--- config.mk ---
export PLATFORM = sky130hd
export DESIGN_NAME = mem_arbiter
export DESIGN_NICKNAME = d
export VERILOG_FILES = /design/src/rtl/mem_arb_pkg.sv /design/src/rtl/mem_arbiter_rr_arbiter2.sv /design/src/rtl/mem_arbiter.sv
export SDC_FILE = /design/constraint.sdc
export NUM_CORES = 1
export LEC_CHECK = 0
export ABC_AREA = 0
export BUFFER_PORTS_ARGS = -buffer_cell sky130_fd_sc_hd__buf_2
export CAP_MARGIN = 15
export CELL_PAD_IN_SITES_DETAIL_PLACEMENT = 0
export CELL_PAD_IN_SITES_GLOBAL_PLACEMENT = 1
export CORE_MARGIN = 2
export CORE_UTILIZATION = 36
export DETAILED_ROUTE_END_ITERATION = 16
export GPL_TIMING_DRIVEN = 0
export PLACE_DENSITY = 0.91
export SLEW_MARGIN = 20
export SYNTH_ARGS = -nofsm -noshare
export SYNTH_HDL_FRONTEND = slang
export SYNTH_SLANG_ARGS = --single-unit
export TNS_END_PERCENT = 5
--- constraint.sdc ---
create_clock -name clk -period 3.2 [get_ports clk]
set_clock_uncertainty 0.1 [all_clocks]
set_input_delay 0.96 -clock clk [delete_from_list [all_inputs] [get_ports clk]]
set_output_delay 0.96 -clock clk [all_outputs]
set_load 0.01 [all_outputs]
--- src/rtl/mem_arb_pkg.sv ---
// mem_arb_pkg
//   Shared definitions for the two-port memory arbiter: the FSM state
//   encoding, the port index type and the port count.
package mem_arb_pkg;

   localparam int NUM_PORTS = 2;

   // One bit selects between port 0 (fetch) and port 1 (data).
   typedef logic port_idx_t;

   typedef enum logic [1:0] {
      ST_IDLE  = 2'd0,
      ST_ISSUE = 2'd1,
      ST_WAIT  = 2'd2,
      ST_DONE  = 2'd3
   } arb_state_t;

endpackage

--- src/rtl/mem_arbiter_rr_arbiter2.sv ---
// rr_arbiter2
//   Two-request round-robin grant. The winner is combinational from the
//   current requests and the last-granted pointer; the pointer moves only
//   when update is pulsed.
// Ports:
//   clk, reset        clock, asynchronous active-low reset
//   req[1:0]          request vector (bit N = port N)
//   update            load update_idx into the last-grant pointer
//   update_idx        index of the port just served
//   any               at least one request is present
//   winner            selected port index (meaningful when any=1)
module rr_arbiter2
   import mem_arb_pkg::*;
(
   input  logic              clk,
   input  logic              reset,
   input  logic [NUM_PORTS-1:0] req,
   input  logic              update,
   input  port_idx_t         update_idx,
   output logic              any,
   output port_idx_t         winner
);

   port_idx_t last;

   // Reset pointer says port 0 was served last, so port 1 wins the first tie.
   always_ff @(posedge clk or negedge reset) begin
      if (!reset) begin
         last <= 1'b0;
      end else if (update) begin
         last <= update_idx;
      end
   end

   always_comb begin
      any    = |req;
      winner = 1'b0;
      if (req == 2'b11) begin
         winner = ~last;
      end else if (req[1]) begin
         winner = 1'b1;
      end
   end

endmodule

--- src/rtl/mem_arbiter.sv ---
// mem_arbiter
//   Arbitrates a fetch port (p0) and a data port (p1) onto a single memory
//   unit. Each transaction walks IDLE -> ISSUE -> WAIT -> DONE -> IDLE.
//   Handshake: a port raises pN_req with its payload held stable; the
//   arbiter answers with a single-cycle pN_ack carrying pN_rdata/pN_fault,
//   after which the port may drop or change its request.
// Configuration:
//   MEM_ARB_TIMEOUT_EN  when defined, WAIT is bounded by TIMEOUT_CYCLES and
//                       an expired wait completes with fault=1, rdata=0 and
//                       a timeout pulse; when undefined WAIT is unbounded
//                       and timeout is tied low.
// Ports:
//   clk, reset                    clock, asynchronous active-low reset
//   pN_req/addr/wdata/we/funct3   port N request and payload
//   pN_ack/rdata/fault            port N completion
//   mem_ce                        active-low chip enable (low in ISSUE/WAIT)
//   mem_addr/datain/funct3/memwrite  registered payload of granted port
//   mem_dataout/busy/valid/fault  memory status and read data
//   grant                         port owning the current transaction
//   arb_busy                      high outside IDLE
//   timeout                       watchdog abort pulse (in DONE)
//   fsm_state                     current FSM state for observation
module mem_arbiter
   import mem_arb_pkg::*;
#(
   parameter int TIMEOUT_CYCLES = 1024
) (
   input  logic        clk,
   input  logic        reset,
   input  logic        p0_req,
   input  logic [31:0] p0_addr,
   input  logic [31:0] p0_wdata,
   input  logic        p0_we,
   input  logic [2:0]  p0_funct3,
   output logic        p0_ack,
   output logic [31:0] p0_rdata,
   output logic        p0_fault,
   input  logic        p1_req,
   input  logic [31:0] p1_addr,
   input  logic [31:0] p1_wdata,
   input  logic        p1_we,
   input  logic [2:0]  p1_funct3,
   output logic        p1_ack,
   output logic [31:0] p1_rdata,
   output logic        p1_fault,
   output logic        mem_ce,
   output logic [31:0] mem_addr,
   output logic [31:0] mem_datain,
   output logic [2:0]  mem_funct3,
   output logic        mem_memwrite,
   input  logic [31:0] mem_dataout,
   input  logic        mem_busy,
   input  logic        mem_valid,
   input  logic        mem_fault,
   output port_idx_t   grant,
   output logic        arb_busy,
   output logic        timeout,
   output arb_state_t  fsm_state
);

   if (TIMEOUT_CYCLES < 1) begin : g_bad_timeout
      $error("TIMEOUT_CYCLES must be at least 1");
   end

   arb_state_t state, state_nxt;
   logic       rr_any;
   port_idx_t  rr_winner;
   logic       wait_done;
   logic       abort;

   rr_arbiter2 u_rr (
      .clk        (clk),
      .reset      (reset),
      .req        ({p1_req, p0_req}),
      .update     (state == ST_DONE),
      .update_idx (grant),
      .any        (rr_any),
      .winner     (rr_winner)
   );

   // Memory is done when it reports data, reports a fault, or simply goes idle.
   assign wait_done = mem_valid | mem_fault | ~mem_busy;

`ifdef MEM_ARB_TIMEOUT_EN
   localparam int CW = $clog2(TIMEOUT_CYCLES) + 1;
   logic [CW-1:0] wait_cnt;
   logic          timeout_q;

   // A genuine completion on the last allowed cycle wins over the abort.
   assign abort   = (state == ST_WAIT) && !wait_done &&
                    (wait_cnt == CW'(TIMEOUT_CYCLES - 1));
   assign timeout = timeout_q;

   always_ff @(posedge clk or negedge reset) begin
      if (!reset) begin
         wait_cnt  <= '0;
         timeout_q <= 1'b0;
      end else begin
         wait_cnt  <= (state == ST_WAIT) ? wait_cnt + 1'b1 : '0;
         timeout_q <= abort;
      end
   end
`else
   assign abort   = 1'b0;
   assign timeout = 1'b0;
`endif

   // State register
   always_ff @(posedge clk or negedge reset) begin
      if (!reset) begin
         state <= ST_IDLE;
      end else begin
         state <= state_nxt;
      end
   end

   // Next-state logic
   always_comb begin
      state_nxt = state;
      case (state)
         ST_IDLE:  if (rr_any) state_nxt = ST_ISSUE;
         ST_ISSUE: state_nxt = ST_WAIT;
         ST_WAIT:  if (wait_done || abort) state_nxt = ST_DONE;
         ST_DONE:  state_nxt = ST_IDLE;
         default:  state_nxt = ST_IDLE;
      endcase
   end

   // Outputs decoded from state
   always_comb begin
      mem_ce    = !((state == ST_ISSUE) || (state == ST_WAIT));
      arb_busy  = (state != ST_IDLE);
      p0_ack    = (state == ST_DONE) && (grant == 1'b0);
      p1_ack    = (state == ST_DONE) && (grant == 1'b1);
      fsm_state = state;
   end

   // Payload latch in IDLE, result capture at the end of WAIT.
   always_ff @(posedge clk or negedge reset) begin
      if (!reset) begin
         grant        <= 1'b0;
         mem_addr     <= '0;
         mem_datain   <= '0;
         mem_funct3   <= '0;
         mem_memwrite <= 1'b0;
         p0_rdata     <= '0;
         p0_fault     <= 1'b0;
         p1_rdata     <= '0;
         p1_fault     <= 1'b0;
      end else begin
         if (state == ST_IDLE && rr_any) begin
            grant        <= rr_winner;
            mem_addr     <= rr_winner ? p1_addr   : p0_addr;
            mem_datain   <= rr_winner ? p1_wdata  : p0_wdata;
            mem_funct3   <= rr_winner ? p1_funct3 : p0_funct3;
            mem_memwrite <= rr_winner ? p1_we     : p0_we;
         end
         if (state == ST_WAIT && (wait_done || abort)) begin
            if (grant == 1'b0) begin
               p0_rdata <= wait_done ? mem_dataout : 32'h0;
               p0_fault <= wait_done ? mem_fault   : 1'b1;
            end else begin
               p1_rdata <= wait_done ? mem_dataout : 32'h0;
               p1_fault <= wait_done ? mem_fault   : 1'b1;
            end
         end
      end
   end

endmodule

[Word-level counts from Yosys, hierarchy flattened]
Index checks and enable logic that the tools add are counted.
Widths: inputs -> output; s select.
Storage, ports and cells
  register bits after elaboration: 138
  input port bits: 175
Cells by class
  bitwise logic cells: 5
  multiplexer cells: 11
  reduce and logical (&&, ||, !) cells: 12
  equality and inequality tests: 6
Operators by type and width (count)
  $mux 32: 3
  $pmux 2 s4: 1
  $eq 2x2->1 const B: 3
  $reduce_and 2->1: 3
  $logic_and 1x1->1: 4
  $mux 1: 4
  $mux 2: 2
  $ne 2x2->1 const B: 2
  $mux 3: 1
  $not 1->1: 3
  $eq 2x1->1 const B: 1
  $logic_not 2->1: 1
  $or 1x1->1: 2
  $reduce_bool 2->1: 1
  $reduce_or 2->1: 1
  $logic_not 1->1: 1
  $logic_or 1x1->1: 1

[Logic depth before layout (Yosys ltp)]
Gate-level depths: netlist of the first run.
  word-level depth: 4
  mapped depth: 7

[Hierarchy]
A second synthesis of the first run with hierarchy kept.
Second synthesis, totals
  cells, all modules: 462
  area, all modules: 5879.4 µm²
Modules (own cells, without submodules)
  mem_arbiter: times used 1, area each 5825.6 µm², cells each 458
  rr_arbiter2: times used 1, area each 53.8 µm², cells each 4

[Least setup slack after synthesis of the first run]
OpenSTA, ideal clock, no wires.
  path kind: input port to flip-flop
  from: input port mem_fault
  to: register p1_rdata[10]
  library setup time: 0.125 ns
  arrival time: 1.818 ns
  path slack: 1.156 ns
  required time: 2.975 ns
  path buffers: 1
  stages on the path: 4
  path through: nor3b_4 nor2_4 buf_6 mux2_4
Between the ends
  cells in the longest elaborated chain, start to end: 4
  elaborated cells between the ends (all ways): 5
  classes of those cells: mux (1); bitwise (2); reduce/logical (2)
RTL lines
  from (decl): line mem_arbiter.sv:54  | input logic mem_fault,
  $or 1x1->1 * (2 in a row): line mem_arbiter.sv:82  | assign wait_done = mem_valid | mem_fault | ~mem_busy;
  $logic_and 1x1->1: line mem_arbiter.sv:158  | if (state == ST_WAIT && (wait_done || abort)) begin
  $reduce_and 2->1 (no line)
  to (signal assigned): line mem_arbiter.sv:163  | p1_rdata <= wait_done ? mem_dataout : 32'h0;
  to (decl): line mem_arbiter.sv:44  | output logic [31:0] p1_rdata,
Mark *: on every way between the ends. The rest lies on a longest branch, timed or not.
A chain may end at the register's enable or synchronous reset.

[Final worst setup path of the first run]
  from: register state[0] (netlist: fsm_state[0])
  to: output port arb_busy
Between the ends
  cells in the longest elaborated chain, start to end: 1
RTL lines
  from (decl): line mem_arbiter.sv:65  | arb_state_t state, state_nxt;
  from (signal assigned): line mem_arbiter.sv:113  | state <= state_nxt;
  $reduce_bool 2->1: line mem_arbiter.sv:132  | arb_busy = (state != ST_IDLE);
  to (decl): line mem_arbiter.sv:56  | output logic arb_busy,
No other way between the ends.

==> flow_summary.ini, run 1 <==
[power_and_ir_drop]
swShare_pct = 36.32
peakVddDrop_mv = 0.4595
clkPwrFrac_pct = 22.7
combPwrFrac_pct = 42.6
power_density_nw_per_um2 = 1068
power.leakage_nw = 4.281
internal_power_mw = 5.782
p_switching_mw = 3.298
seqPwrFrac_pct = 34.7

[worst_setup_path]
worstPathMaxFanout = 4
startpoint_type = register
cp_num_buf_inv = 3
path_delay_family = flip-flops
cp_slowest_cell = dfrtp_1
crit_required_ps = 2140
timing_worst_setup_path_type = reg2out
critPathMaxStageDelay_ps = 420
critPathCaptureType = output pin
critPathArrivalTime_ps = 1420
cp_cell_sequence = inv_1, ha_1, inv_1, buf_2
cpMostUsedCell = inv_1

[clock_tree]
cts-buffers-inserted = 17
insertion_delay_ps = 410
cts.reportedPaths.clkPinSlew_ps = 60
postCtsHoldBufs = 0
cts_setup_buffers = 0
cts.sinks = 138
htree_levels = 4
cts-resized-gates = 0
cts_tree = built
clockBufferDepth = 2
ctsRootBufferMaster = clkbuf_16

[timing]
tns_ps = 0
holdWs_ps = 334.1
fmaxAchievable_ghz = 0.4026
post-route-period-util_pct = 77.63
hold_violations = 0
slew_headroom_pct = 65.53
worstMarginPinSlew_ps = 517.0
final_max_slew_viol_count = 0
min_period_ps = 2484
worst_slack_ps = 716.0
setup_viol = 0
rsz0062_at_grt = no

[detailed_routing]
vias_per_cell = 4.711
ant_nets = 0
num_vias = 5224
drc_errors = 0
drt_wl_total_um = 17800
dr.pass1.iters = 4
wl_per_cell_um = 16.05
initialDrtViolationCount = 153

[floorplan]
ios = 317
die_height_um = 133.1
rows = 47
die_area_um2 = 17700
start_util_pct = 36.54
fp.coreArea_um2 = 16410
die_x_um = 133.1

[placement]
port_buffers = 315
dpl_worst_slack_ps = 796.9
hpwlAfterDp_um = 13430
gp_congestion = 0.7776

[finish]
fin_nets = 1054
drive_above_1_share_pct = 49.61
antenna_cells = 0
area_delta_synth_final_pct = 41.78

[grt]
grt_max_degree = 90
grt_util_met1_pct = 25.68
globalRouteTotalUtil_pct = 20.63
grt.busiest_layer = met2
gr-usage-met2_pct = 34.00
use_met3_pct = 6.322
grt-ovfl-total = 0
grt_pass1_wl_um = 28430
grt_pass1_vias = 5362
antenna_found_initial = 0

[synthesis]
yosysUniqueCellTypes = 26
synth_seq_cells = 138
yosys_most_used_dff = dfrtp_1
syn-mean-instance-area_um2 = 11.08
syn-num-nets = 719
synthCells = 541
synth_warnings = 0
synth-edff-count = 0
synthesis.area_um2 = 5996
postSynth.asyncResetShare_pct = 100.0
yosysSeqAreaShare_pct = 57.60

[flow_run]
cap_violations = 0

[min_path]
hold_class = in2async

[status]
outcome = complete, no violations
-- cells in the mapped netlist (2+ instances only) --
master    number  area (um^2)
dfrtp_1      138         3453
nand2_1      137        514.2
nor2_1        69        259.0
a31oi_1       68        425.4
mux2_4        50        750.7
mux2_2        15        168.9
buf_2         13        65.06
clkbuf_1      13        48.80
inv_1          7        26.28
buf_6          6        67.56
buf_4          5        37.54
ha_1           3        37.54
nor2_4         2        22.52
o21ai_0        2        10.01
o22ai_1        2        12.51
-- final timing paths --
path,start,to,slack [ps],cells past startpoint
worst max-delay path,fsm_state[0],arb_busy,720,4
worst min-delay path,reset,mem_addr[22],330,1
worst max register to register,fsm_state[0],mem_addr[23],1170,7
worst min register to register,p0_rdata[26],p0_rdata[26],410,1
max in group asynchronous,reset,p0_rdata[8],1890,2
min in group clk,p0_rdata[26],p0_rdata[26],410,1
-- per-stage QoR --
step / instance area (um^2) / utilization (%) / cells / total power, mW
2_1_floorplan: 5996 / - / 541 / 5.458
3_3_place_gp: 7848 / 47.83 / 1076 / 6.983
3_5_place_dp: 7885 / 48.06 / 1077 / 7.077
4_1_cts: 8501 / 51.81 / 1109 / 9.179
5_1_grt: 8501 / 51.81 / 1109 / 9.675
6_report: 8501 / 51.81 / 1109 / 9.080
-- cell families (layout without fill, tap and decap cells) --
logic type,after synthesis,after routing,synth area share (%)
and+or+nand+nor,212,212,13.90
DFF,138,138,57.60
AOI/OAI and AO/OA,77,77,8.222
muxes,66,66,15.50
buffers and inverters,44,392,4.090
adders and majority gates,3,3,0.6261
other,1,1,0.06254
-- state kept, by name, summed over array words and instances, names as in the netlist, 2 cells and up --
register and flops:
mem_addr 32, mem_datain 32, p0_rdata 32, p1_rdata 32, mem_funct3 3, fsm_state 2
-- power by group through the flow --
stage / Sequential, mW / Clock, mW / Combinational (mW)
2_1_floorplan: 3.55 / 0 / 1.91
3_3_place_gp: 3.13 / 0 / 3.85
3_5_place_dp: 3.17 / 0 / 3.91
4_1_cts: 3.15 / 2.10 / 3.92
5_1_grt: 3.26 / 2.18 / 4.23
6_report: 3.15 / 2.07 / 3.86
-- layout by cell type, fill, tap and decap left out --
| cell type | n |
|---|---|
| nand2_1 | 137 |
| buf_8 | 1 |
| nand2b_1 | 1 |
| nor2_1 | 69 |
| a21boi_2 | 1 |
| and2_1 | 1 |
| conb_1 | 1 |
| o22ai_1 | 2 |
| buf_16 | 1 |
| mux2i_1 | 1 |
| a31oi_1 | 68 |
| mux2_4 | 50 |
| inv_6 | 4 |
| mux2_2 | 15 |
| buf_4 | 5 |
| nor3b_4 | 1 |
| inv_8 | 2 |
| ha_1 | 3 |
| a21bo_2 | 1 |
| clkbuf_1 | 14 |
| nor2b_1 | 1 |
| nor2_4 | 2 |
| o21ai_0 | 2 |
| clkinv_4 | 3 |
| dfrtp_1 | 138 |
| a22oi_1 | 1 |
| buf_2 | 327 |
| clkinv_2 | 1 |
| buf_6 | 6 |
| clkinvlp_4 | 1 |
| o22a_1 | 1 |
| o21a_1 | 1 |
| clkbuf_16 | 17 |
| inv_1 | 7 |
| bufinv_16 | 3 |
-- per-layer routing --
metal / routed length, um / vias to the layer above
met1: 7442 / 2446
met4: 384 / 0
met5: 0 / -
met2: 8473 / 246
li1: - / 2505
met3: 1499 / 27
-- cell type report --
class / count / area [um^2]
Buffer: 37 / 219.0
Clock buffer: 18 / 429.2
Clock inverter: 14 / 186.4
Fill cell: 1469 / 7906
Inverter: 7 / 26.28
Multi-Input combinational cell: 359 / 2297
Sequential cell: 138 / 3453
Tap cell: 220 / 275.3
Timing Repair Buffer: 316 / 1614
No activity file was read; power rests on OpenSTA's default activity.
==> run 2: changes to the inputs <==
--- a/config.mk
+++ b/config.mk
@@ -11,10 +11,10 @@
 export CELL_PAD_IN_SITES_DETAIL_PLACEMENT = 0
 export CELL_PAD_IN_SITES_GLOBAL_PLACEMENT = 1
 export CORE_MARGIN = 2
-export CORE_UTILIZATION = 36
+export CORE_UTILIZATION = 33
 export DETAILED_ROUTE_END_ITERATION = 16
 export GPL_TIMING_DRIVEN = 0
-export PLACE_DENSITY = 0.91
+export PLACE_DENSITY = 0.85
 export SLEW_MARGIN = 20
 export SYNTH_ARGS = -nofsm -noshare
 export SYNTH_HDL_FRONTEND = slang
==> constraint.sdc (replaced) <==
create_clock -name clk -period 2.3 [get_ports clk]
set_clock_uncertainty 0.1 [all_clocks]
set_input_delay 0.69 -clock clk [delete_from_list [all_inputs] [get_ports clk]]
set_output_delay 0.69 -clock clk [all_outputs]
set_load 0.01 [all_outputs]
==> flow_summary.ini, run 2 (synthesized netlist as in run 1, its figures left out) <==
[status]
outcome = complete, no violations

[timing]
min_period_ps = 2197
worstMarginPinSlew_ps = 515.0
slew_headroom_pct = 65.67
rsz0062_at_grt = no
final_max_slew_viol_count = 0
tns_ps = 0
fmaxAchievable_ghz = 0.4551
hold_violations = 0
post-route-period-util_pct = 95.54
setup_viol = 0

[placement]
port_buffers = 315
dpl.cell_count = 1086
hpwlAfterDp_um = 13690
gp_congestion = 0.7751

[clock_tree]
ctsRootBufferMaster = clkbuf_16
htree_levels = 4
cts-buffers-inserted = 17
clockBufferDepth = 2
insertion_delay_ps = 410
cts.reportedPaths.clkPinSlew_ps = 60
cts.sinks = 138
cts_tree = built

[power_and_ir_drop]
power_density_nw_per_um2 = 1469
power.leakage_nw = 4.258
power_mw = 12.45
peakVddDrop_mv = 0.7797

[floorplan]
die_area_um2 = 19260
ios = 317
die_x_um = 138.8
fp.coreArea_um2 = 17900
die_height_um = 138.8
rows = 49
start_util_pct = 33.49

[detailed_routing]
wl_per_cell_um = 16.25
initialDrtViolationCount = 171
ant_nets = 0
dr.pass1.iters = 5
drc_errors = 0
num_vias = 5215
drt_wl_total_um = 18180
vias_per_cell = 4.660

[finish]
layout_commonest_cell = buf_2
area_delta_synth_final_pct = 41.34
final_cell_mix = 327 x buf_2, 138 x dfrtp_1, 137 x nand2_1, 69 x nor2_1, 68 x a31oi_1
fin_cells = 1119
drive_above_1_share_pct = 49.83
fin_nets = 1054

[grt]
antenna_found_initial = 1
grt_max_degree = 86
globalRouteTotalUtil_pct = 18.95
grt_pass1_vias = 5478
grt-ovfl-total = 0
grt_pass1_wl_um = 28970

[worst_setup_path]
timing_worst_setup_path_type = reg2out
worstPathMaxFanout = 4
critPathArrivalTime_ps = 1410
critPathCaptureType = output pin
startpoint_type = register
crit_required_ps = 1510

[flow_run]
cap_violations = 0

[min_path]
hold_class = in2async
-- run 2: through the flow --
step                      util, %  worst slack (ps)  hold WS [ps]  instance area [um^2]
after detailed placement    44.11             108.3         386.0                  7896
after global routing        47.32             8.690         96.75                  8472
after floorplan                 -             526.5         294.4                  5996
after CTS                   47.31             15.83         84.07                  8469
final                       47.34             102.6         78.07                  8474
after global placement      43.90             -1549         385.7                  7859
-- run 2: what timing repair did --
item	in CTS	in global routing
buffers inserted	0	0
hold buffers	0	0
hold endpoints to repair	0	0
endpoints found under the setup margin	0	1
resized for setup	0	2
-- run 2: layout make-up --
| type | instances | area [um^2] |
|---|---|---|
| Antenna cell | 1 | 2.502 |
| Inverter | 7 | 26.28 |
| Timing Repair Buffer | 316 | 1614 |
| Buffer | 37 | 219.0 |
| Clock buffer | 19 | 442.9 |
| Multi-Input combinational cell | 359 | 2300 |
| Sequential cell | 138 | 3453 |
| Tap cell | 229 | 286.5 |
| Fill cell | 1716 | 9428 |
| Clock inverter | 13 | 130.1 |
-- run 2: report_power, final --
part           internal (mW)  leakage [nW]  switching [mW]
registers               3.69          1.58           0.695
clock network           1.55         0.279            1.14
logic                   2.62          2.40            2.76
total                   7.86          4.26            4.59
-- run 2: worst max-delay path: stages (launching register included) --
cell and delay [ps]:
dfrtp_1 410, inv_1 100, ha_2 270, inv_1 70, buf_2 150
-- run 2: path summary, 6_finish.rpt --
path | from | end | slack, ps | cells after the start
worst max-delay path | fsm_state[0] | mem_ce | 100 | 4
worst min-delay path | reset | p1_rdata[10] | 80 | 1
worst max register to register | fsm_state[0] | mem_addr[2] | 340 | 6
worst min register to register | p0_rdata[21] | p0_rdata[21] | 410 | 1
max in group asynchronous | reset | mem_addr[1] | 1230 | 2
min in group clk | p0_rdata[21] | p0_rdata[21] | 410 | 1
-- run 2: layer usage --
metal | GRT usage [%] | wire length, um | vias up
met4 | 4.732 | 229 | 0
met5 | 0 | 0 | -
met1 | 23.46 | 7656 | 2464
met2 | 31.53 | 8792 | 235
li1 | - | - | 2497
met3 | 7.044 | 1504 | 19
==> run 3: changes to the inputs <==
--- a/config.mk
+++ b/config.mk
@@ -15,6 +15,7 @@
 export DETAILED_ROUTE_END_ITERATION = 16
 export GPL_TIMING_DRIVEN = 0
 export PLACE_DENSITY = 0.85
+export SETUP_SLACK_MARGIN = 0.2
 export SLEW_MARGIN = 20
 export SYNTH_ARGS = -nofsm -noshare
 export SYNTH_HDL_FRONTEND = slang
==> flow_summary.ini, run 3 (synthesized netlist as in run 1, its figures left out) <==
[power_and_ir_drop]
p_switching_mw = 4.694
internal_power_mw = 8.141
power.leakage_nw = 4.352
combPwrFrac_pct = 44.8
power_density_nw_per_um2 = 1481
seqPwrFrac_pct = 34.3
clkPwrFrac_pct = 20.9
peakVddDrop_mv = 0.8255
swShare_pct = 36.57
power_mw = 12.83

[floorplan]
die_area_um2 = 19260
ios = 317
rows = 49
fp.coreArea_um2 = 17900
start_util_pct = 33.49
die_x_um = 138.8
die_height_um = 138.8

[clock_tree]
clockBufferDepth = 2
cts-buffers-inserted = 17
insertion_delay_ps = 410
ctsRootBufferMaster = clkbuf_16
cts.sinks = 138
cts.reportedPaths.clkPinSlew_ps = 60
postCtsHoldBufs = 0
cts_tree = built
htree_levels = 4

[worst_setup_path]
timing_worst_setup_path_type = reg2out
reg2reg_slack_ps = 200
startpoint_type = register
cp_cell_sequence = ha_4, and2_1, buf_2
critPathCaptureType = output pin
r2r-start = fsm_state[1]
critPathArrivalTime_ps = 1320
worstPathMaxFanout = 4
cp_slowest_cell = dfrtp_2
critPathMaxStageDelay_ps = 450
worst-r2r-cell-count = 14
r2r_end = fsm_state[1]
crit_required_ps = 1510

[timing]
post-route-period-util_pct = 91.71
slew_headroom_pct = 66.22
tns_ps = 0
hold_violations = 0
worstMarginPinSlew_ps = 506.8
min_period_ps = 2109
final_max_slew_viol_count = 0
rsz0062_at_grt = yes
fmaxAchievable_ghz = 0.4741
setup_viol = 0

[grt]
grt_pass1_vias = 5571
globalRouteTotalUtil_pct = 19.21
grt_pass1_wl_um = 29410
grt-ovfl-total = 0
grt_max_degree = 86
antenna_found_initial = 1

[finish]
drive_above_1_share_pct = 51.43
final_cell_mix = 326 x buf_2, 137 x nand2_1, 136 x dfrtp_1, 69 x nor2_1, 68 x a31oi_1
fin_nets = 1071
ff_latch_area_um2 = 3456
area_delta_synth_final_pct = 44.53
fillers = 1707
finalInstanceArea_um2 = 8666
multi_input_area_um2 = 2322
fin_cells = 1136
layout_commonest_cell = buf_2

[detailed_routing]
dr_wl_met3_um = 1509
vias_per_cell = 4.654
drc_errors = 0
wl_met1_um = 7771
initialDrtViolationCount = 187
wl_per_cell_um = 16.18
dr.pass1.iters = 4
ant_nets = 0
drt_wl_total_um = 18380
route.met2.wl_um = 8887
num_vias = 5287
top_layer_used = met4

[placement]
gp_congestion = 0.7751
postPlaceCellArea_um2 = 7896
dpl.cell_count = 1086
port_buffers = 315
hpwlAfterDp_um = 13690

[min_path]
hold_class = in2async

[status]
outcome = complete, no violations

[flow_run]
cap_violations = 0
## run 3: power by group through the flow
| stage | Sequential [mW] | Combinational (mW) | Clock, mW |
|---|---|---|---|
| global route | 4.54 | 6.25 | 2.87 |
| global placement | 4.34 | 5.38 | 0 |
| floorplan | 4.94 | 2.65 | 0 |
| CTS | 4.40 | 5.77 | 2.75 |
| finish | 4.40 | 5.75 | 2.68 |
| detailed placement | 4.41 | 5.45 | 0 |
## run 3: worst max path at each step
stage	from	end	cells past startpoint
detailed placement	p0_req	mem_addr[17]	6
global placement	reset	mem_addr[6]	1
global route	fsm_state[1]	fsm_state[1]	14
finish	fsm_state[1]	p1_ack	3
floorplan	mem_fault	p1_rdata[10]	4
CTS	fsm_state[0]	mem_ce	4
## run 3: area by class of cell
class,count,area share [%]
inverters,7,0.3610
plain buffers,37,2.541
clock buffers,19,5.111
flip-flops and latches,138,39.88
well taps,229,3.306
clock inverters,13,1.502
diodes,1,0.02888
repair buffers,333,20.47
multi-input cells,359,26.80
## run 3: metal layers
layer / vias to the layer above / GRT usage, %
met1: 2491 / 23.80
li1: 2529 / -
met4: 0 / 4.732
met3: 17 / 7.044
met5: - / 0
met2: 250 / 32.05
## run 3: critical path, delay by kind of cell (launching register included)
family | cells | cell delay (ps)
adders and majority gates | 1 | 190
buffers and inverters | 1 | 150
DFF | 1 | 450
and+or+nand+nor | 1 | 130
## run 3: repair_timing
item / in CTS / in global routing
setup endpoints to repair: 4 / 70
pin swaps: 1 / 0
resized for setup: 14 / 8
buffers inserted: 16 / 1
## run 3: metrics by stage
step / util [%] / setup slack [ps] / hold WS [ps]
final: 48.41 / 190.6 / 82.96
after global routing: 48.39 / 116.7 / 96.75
after CTS: 48.24 / 164.7 / 84.07
after detailed placement: 44.11 / 108.3 / 386.0
after global placement: 43.90 / -1549 / 385.7
after floorplan: - / 526.5 / 294.4
